<file path="src/rtl/stopwatch_pkg.sv">
// Shared definitions for the stopwatch controller slice.
//   - sw_state_t   : controller state encoding (run, paused, adjust)
//   - DIGIT_W      : width of one BCD digit
//   - DEF_*_WRAP   : default last value before a field rolls over to 00
package stopwatch_pkg;

    localparam int DIGIT_W      = 4;
    localparam int DEF_MIN_WRAP = 59;
    localparam int DEF_SEC_WRAP = 59;

    typedef enum logic [1:0] {
        S_RUN    = 2'd0,
        S_PAUSED = 2'd1,
        S_ADJ    = 2'd2
    } sw_state_t;

endpackage

</file>
<file path="src/rtl/bcd_mod_cnt.sv">
// Two-digit BCD modulo counter used for the seconds and minutes fields.
//
// Ports:
//   clk    in   system clock, rising edge
//   rst    in   asynchronous active-low reset, clears both digits
//   clr    in   synchronous clear, wins over inc
//   inc    in   advance the count by one on this clock edge
//   tens   out  BCD tens digit
//   ones   out  BCD ones digit
//   carry  out  high during the cycle in which an accepted inc rolls WRAP over to 00
//
// Parameter WRAP (1..99) is the last value held before rolling back to 00.
module bcd_mod_cnt
    import stopwatch_pkg::*;
#(
    parameter int WRAP = DEF_SEC_WRAP
) (
    input  logic               clk,
    input  logic               rst,
    input  logic               clr,
    input  logic               inc,
    output logic [DIGIT_W-1:0] tens,
    output logic [DIGIT_W-1:0] ones,
    output logic               carry
);

    localparam logic [6:0] WRAP_VAL = 7'(WRAP);

    logic [6:0]         value;
    logic               at_wrap;
    logic [DIGIT_W-1:0] tens_next;
    logic [DIGIT_W-1:0] ones_next;

    // The wrap test uses the full two-digit value so WRAP need not end in 9.
    // Since counting starts at 00 and steps by one, the value never exceeds WRAP.
    always_comb begin
        value     = 7'(tens) * 7'd10 + 7'(ones);
        at_wrap   = (value == WRAP_VAL);
        tens_next = tens;
        ones_next = ones;
        if (at_wrap) begin
            tens_next = '0;
            ones_next = '0;
        end else if (ones == 4'd9) begin
            ones_next = '0;
            tens_next = tens + 4'd1;
        end else begin
            ones_next = ones + 4'd1;
        end
    end

    // Carry is combinational so the next field advances on the same edge as this wrap.
    assign carry = inc & ~clr & at_wrap;

    always_ff @(posedge clk or negedge rst) begin
        if (!rst) begin
            tens <= '0;
            ones <= '0;
        end else if (clr) begin
            tens <= '0;
            ones <= '0;
        end else if (inc) begin
            tens <= tens_next;
            ones <= ones_next;
        end
    end

endmodule

</file>
<file path="src/rtl/stopwatch_ctrl.sv">
// Stopwatch sequencing controller: run/pause/adjust state machine, MM:SS BCD
// count and per-field blanking for the seven-segment driver.
//
// Ports:
//   clk        in   system clock, rising edge
//   rst        in   asynchronous active-low reset
//   one_hz     in   1 Hz square wave, rising edge advances the count in RUN
//   two_hz     in   2 Hz square wave, rising edge advances the selected field in ADJ
//   blink      in   blink phase, used as a level
//   pause      in   debounced pause button, rising edge toggles run/pause
//   adj        in   adjust-mode switch (level)
//   sel        in   adjust field select, 0 = minutes, 1 = seconds
//   clr        in   clear button, holds all digits at zero while high
//   min_tens   out  BCD minutes tens
//   min_ones   out  BCD minutes ones
//   sec_tens   out  BCD seconds tens
//   sec_ones   out  BCD seconds ones
//   blank_min  out  blank the minute digits
//   blank_sec  out  blank the second digits
//   running    out  high while in RUN
module stopwatch_ctrl
    import stopwatch_pkg::*;
#(
    parameter int MIN_WRAP = DEF_MIN_WRAP,
    parameter int SEC_WRAP = DEF_SEC_WRAP
) (
    input  logic               clk,
    input  logic               rst,
    input  logic               one_hz,
    input  logic               two_hz,
    input  logic               blink,
    input  logic               pause,
    input  logic               adj,
    input  logic               sel,
    input  logic               clr,
    output logic [DIGIT_W-1:0] min_tens,
    output logic [DIGIT_W-1:0] min_ones,
    output logic [DIGIT_W-1:0] sec_tens,
    output logic [DIGIT_W-1:0] sec_ones,
    output logic               blank_min,
    output logic               blank_sec,
    output logic               running
);

    logic      one_hz_q;
    logic      two_hz_q;
    logic      pause_q;
    logic      rise_one_hz;
    logic      rise_two_hz;
    logic      rise_pause;
    sw_state_t state;
    sw_state_t state_next;
    logic      resume_run;
    logic      resume_run_next;
    logic      sec_inc;
    logic      min_inc;
    logic      sec_carry;
    logic      min_carry_unused;

    // History registers come out of reset high so an input already high at
    // reset release is not mistaken for a fresh rising edge.
    always_ff @(posedge clk or negedge rst) begin
        if (!rst) begin
            one_hz_q <= 1'b1;
            two_hz_q <= 1'b1;
            pause_q  <= 1'b1;
        end else begin
            one_hz_q <= one_hz;
            two_hz_q <= two_hz;
            pause_q  <= pause;
        end
    end

    assign rise_one_hz = one_hz & ~one_hz_q;
    assign rise_two_hz = two_hz & ~two_hz_q;
    assign rise_pause  = pause & ~pause_q;

    // State register plus the remembered run/pause choice that ADJ returns to.
    always_ff @(posedge clk or negedge rst) begin
        if (!rst) begin
            state      <= S_RUN;
            resume_run <= 1'b1;
        end else begin
            state      <= state_next;
            resume_run <= resume_run_next;
        end
    end

    // The adj level is used directly rather than the registered state so that
    // the very cycle adj rises already behaves as ADJ. Pause edges only act
    // outside ADJ and are folded into the remembered run/pause choice.
    always_comb begin
        state_next      = state;
        resume_run_next = resume_run;
        if (adj) begin
            state_next = S_ADJ;
        end else begin
            if (rise_pause) begin
                resume_run_next = ~resume_run;
            end
            state_next = resume_run_next ? S_RUN : S_PAUSED;
        end
    end

    assign running = (state == S_RUN);

    // Increment requests. Counting in RUN uses the pre-toggle run flag so a
    // pause edge coinciding with a tick behaves as if the tick came first.
    // In ADJ the fields are independent, so the seconds carry is not used.
    always_comb begin
        sec_inc = 1'b0;
        min_inc = 1'b0;
        if (adj) begin
            sec_inc = sel & rise_two_hz;
            min_inc = ~sel & rise_two_hz;
        end else begin
            sec_inc = resume_run & rise_one_hz;
            min_inc = resume_run & sec_carry;
        end
    end

    bcd_mod_cnt #(
        .WRAP (SEC_WRAP)
    ) u_sec_cnt (
        .clk   (clk),
        .rst   (rst),
        .clr   (clr),
        .inc   (sec_inc),
        .tens  (sec_tens),
        .ones  (sec_ones),
        .carry (sec_carry)
    );

    // The minutes roll-over has nowhere to go, so its carry is left unused.
    bcd_mod_cnt #(
        .WRAP (MIN_WRAP)
    ) u_min_cnt (
        .clk   (clk),
        .rst   (rst),
        .clr   (clr),
        .inc   (min_inc),
        .tens  (min_tens),
        .ones  (min_ones),
        .carry (min_carry_unused)
    );

    // Only the field being adjusted blinks; everything is lit otherwise.
    always_ff @(posedge clk or negedge rst) begin
        if (!rst) begin
            blank_min <= 1'b0;
            blank_sec <= 1'b0;
        end else begin
            blank_min <= adj & ~sel & ~blink;
            blank_sec <= adj & sel & ~blink;
        end
    end

endmodule

</file>
<file path="config.mk">
export PLATFORM = sky130hd
export DESIGN_NAME = stopwatch_ctrl
export DESIGN_NICKNAME = d
export VERILOG_FILES = /design/src/rtl/stopwatch_pkg.sv /design/src/rtl/bcd_mod_cnt.sv /design/src/rtl/stopwatch_ctrl.sv
export SDC_FILE = /design/constraint.sdc
export NUM_CORES = 1
export LEC_CHECK = 0
export CAP_MARGIN = 25
export CELL_PAD_IN_SITES_DETAIL_PLACEMENT = 0
export CELL_PAD_IN_SITES_GLOBAL_PLACEMENT = 1
export CORE_UTILIZATION = 41
export CTS_CLUSTER_DIAMETER = 40
export DETAILED_ROUTE_END_ITERATION = 7
export PLACE_DENSITY_LB_ADDON = 0.08
export SYNTH_ARGS = -nofsm -noshare
export SYNTH_HDL_FRONTEND = slang
export SYNTH_SLANG_ARGS = --single-unit
export TNS_END_PERCENT = 50
</file>
<file path="constraint.sdc">
create_clock -name clk -period 3.5 [get_ports clk]
set_clock_uncertainty 0.15 [all_clocks]
set_input_delay 0.525 -clock clk [delete_from_list [all_inputs] [get_ports clk]]
set_output_delay 0.525 -clock clk [all_outputs]
set_load 0.05 [all_outputs]
</file>
==> results.cfg <==
[drt]
drt-initial-drc-count = 60
drc_errors = 0
antenna_left = 0
routed_wl_mm = 3.62
wl_per_cell_um = 15.6
vias_per_cell = 5.48
dr.pass1.iters = 4
vias = 1272

[finish]
fill_cells = 351
fin_area_um2 = 2080
multiInputGateArea_um2 = 976
syn_to_final_growth_pct = 26.5
antenna_cells = 0
nets = 216
register_area_um2 = 606
drive_gt1_frac = 0.136

[floorplan]
core_area_um2 = 3740
pin_count = 28
die_w_um = 65.3
rows = 22
design.die.area_um2 = 4260
die_y_um = 65.3
initial_core_util = 0.439

[place]
place_congestion = 0.804
io_buffers = 27
dp_hpwl_mm = 2.70
place_area_um2 = 1980

[min_path]
min_from = resume_run
whs_path_depth = 1
min_path_type = flop to flop
min_to = resume_run

[clock_network]
cts_hold_buf = 0
cts_setup_buffers = 0
clock_path_buffers = 2
cts_sinks = 24
cts_tree = yes
cts_buffers = 3
insertion_delay_ns = 0.27
path_clk_slew_ns = 0.09
root_buffer = clkbuf_8
htreeDepth = 1
ctsResizeCount = 0

[timing]
rsz0062_at_grt = false
fmax_mhz = 314
tns_ns = 0
maxSlewHeadroom = 0.625
final_max_slew_viol_count = 0
hold_viol_final = 0
period_share = 0.911
setup_viol = 0
tightest_slew_ns = 0.558
period_minus_slack_ns = 3.19

[pwr]
vdd_drop_max_mv = 0.203
clkPwrFrac = 0.337
sw_frac_of_total = 0.282
p_int_w = 0.000521
seqPwrFrac = 0.450
total_power_w = 0.000726
power_leakage_nw = 0.911
p_sw_w = 0.000205
power_density_nw_per_um2 = 350
comb_power_share = 0.213

[synthesis]
synth-seq-cells = 24
synth-edff-count = 0
yosysSeqAreaShare = 0.369
ys_dominant_reg_cell = dfrtp_1
ys_top_cells_by_count = dfrtp_1, ha_1, inv_1
synth_nets = 183
avgSynthCellArea_um2 = 10.8
ys_types = 46
yosys_warnings = 0
synthTopCellsByArea = dfrtp_1, ha_1, dfstp_2
synth.top_cell.area_share = 0.305
syn_area_um2 = 1640
synthCells = 152
synth.most_common_cell = dfrtp_1
async_reset_ff_frac = 1.00
yosys.area.top_type = dfrtp_1

[critical_path]
crit_arrival_ns = 3.19
r2r.worst_path.cells = 9
path_class = flop to flop
cp-start-kind = flop
r2r-end = u_min_cnt.ones[0]
critPathCaptureType = flop
worst_ep_required_time_ns = 3.50
r2r_setup_slack_ns = 0.31
crit_path_max_fanout = 7
r2r_start = u_sec_cnt.tens[1]

[grt]
grt_pass1_vias = 1260
grt_pass1_wl_mm = 6.04
track_usage = 0.186
antenna_found_initial = 0
globalRouteOverflowTotal = 0
grt_start_max_net_pins = 24

[job]
maxCapViolations = 0

[status]
outcome = finished clean
## placed cells by master, fill, tap and decap left out, types with 3 or more instances in the layout
| master | n |
|---|---|
| nor3_1 | 3 |
| nand3_1 | 6 |
| o21ai_0 | 4 |
| nor3b_1 | 4 |
| o41ai_1 | 3 |
| xor2_1 | 4 |
| clkbuf_8 | 3 |
| dfrtp_1 | 20 |
| and3b_1 | 3 |
| clkdlybuf4s50_1 | 27 |
| inv_1 | 14 |
| a21oi_1 | 3 |
| mux2_2 | 3 |
| dfstp_2 | 4 |
| a22o_1 | 4 |
| and3_1 | 4 |
| nand2_1 | 6 |
| nor2_1 | 7 |
| o22ai_1 | 4 |
| ha_1 | 18 |
| a22o_2 | 4 |
| fa_1 | 4 |
## power groups by stage
stage / Clock [W] / Combinational, W / Sequential [W]
after global routing: 0.000267 / 0.000168 / 0.000332
after global placement: 0 / 0.000150 / 0.000332
after CTS: 0.000252 / 0.000152 / 0.000328
final: 0.000245 / 0.000155 / 0.000327
after floorplan: 0 / 0.0000661 / 0.000359
after detailed placement: 0 / 0.000152 / 0.000332
## critical path, stage by stage, from the launching register on
cell and delay [ns]:
dfrtp_1 0.47, ha_1 0.34, ha_1 0.21, inv_1 0.07, fa_1 0.41, and4b_1 0.25, nand3_1 0.16, nor4b_4 0.44
or2_2 0.23, mux2_2 0.33
## final cells by class
class | count | share of cell area
Multi-Input combinational cell | 112 | 0.470
Clock buffer | 3 | 0.0199
Tap cell | 48 | 0.0289
Sequential cell | 24 | 0.291
Timing Repair Buffer | 30 | 0.151
Inverter | 14 | 0.0253
Clock inverter | 1 | 0.0144
## cell families after synthesis
| logic type | count (synthesis) | synth area share |
|---|---|---|
| AND/OR/NAND/NOR | 48 | 0.186 |
| XOR/XNOR | 6 | 0.0320 |
| multiplexers | 3 | 0.0206 |
| adder cells (fa/ha/maj) | 22 | 0.186 |
| flip-flops | 24 | 0.369 |
| AO/OA/AOI/OAI | 33 | 0.170 |
| buffers and inverters | 16 | 0.0373 |
## stage by stage
step                cells  hold slack, ns  setup WS, ns   util
floorplan             152          0.0794         0.263      -
global placement      227           0.382         0.420  0.529
detailed placement    227           0.383         0.346  0.529
CTS                   231           0.400         0.302  0.548
global route          232           0.412         0.209  0.555
finish                232           0.393         0.312  0.555
## worst max-delay path by stage
stage / startpoint / to / slack [ns]
2_1_floorplan: u_min_cnt.tens[1] / u_min_cnt.tens[1] / 0.26
3_3_place_gp: u_sec_cnt.tens[1] / u_min_cnt.ones[1] / 0.42
3_5_place_dp: u_sec_cnt.tens[1] / u_min_cnt.ones[0] / 0.35
4_1_cts: u_sec_cnt.tens[1] / u_min_cnt.ones[0] / 0.30
5_1_grt: u_sec_cnt.tens[1] / u_min_cnt.ones[1] / 0.21
6_report: u_sec_cnt.tens[1] / u_min_cnt.ones[0] / 0.31
## state kept, by name, summed over array words and instances, names as in the netlist
register,flops
pause_q,1
resume_run,1
two_hz_q,1
state,2
u_min_cnt.ones,4
one_hz_q,1
blank_min,1
u_sec_cnt.tens,4
u_min_cnt.tens,4
u_sec_cnt.ones,4
blank_sec,1
## per-layer routing
layer / GRT usage / wire [µm]
met2: 0.291 / 1690
met5: 0 / 0
met3: 0.0330 / 155
met4: 0.0462 / 14
met1: 0.264 / 1760
(Power assumes the default switching activity.)
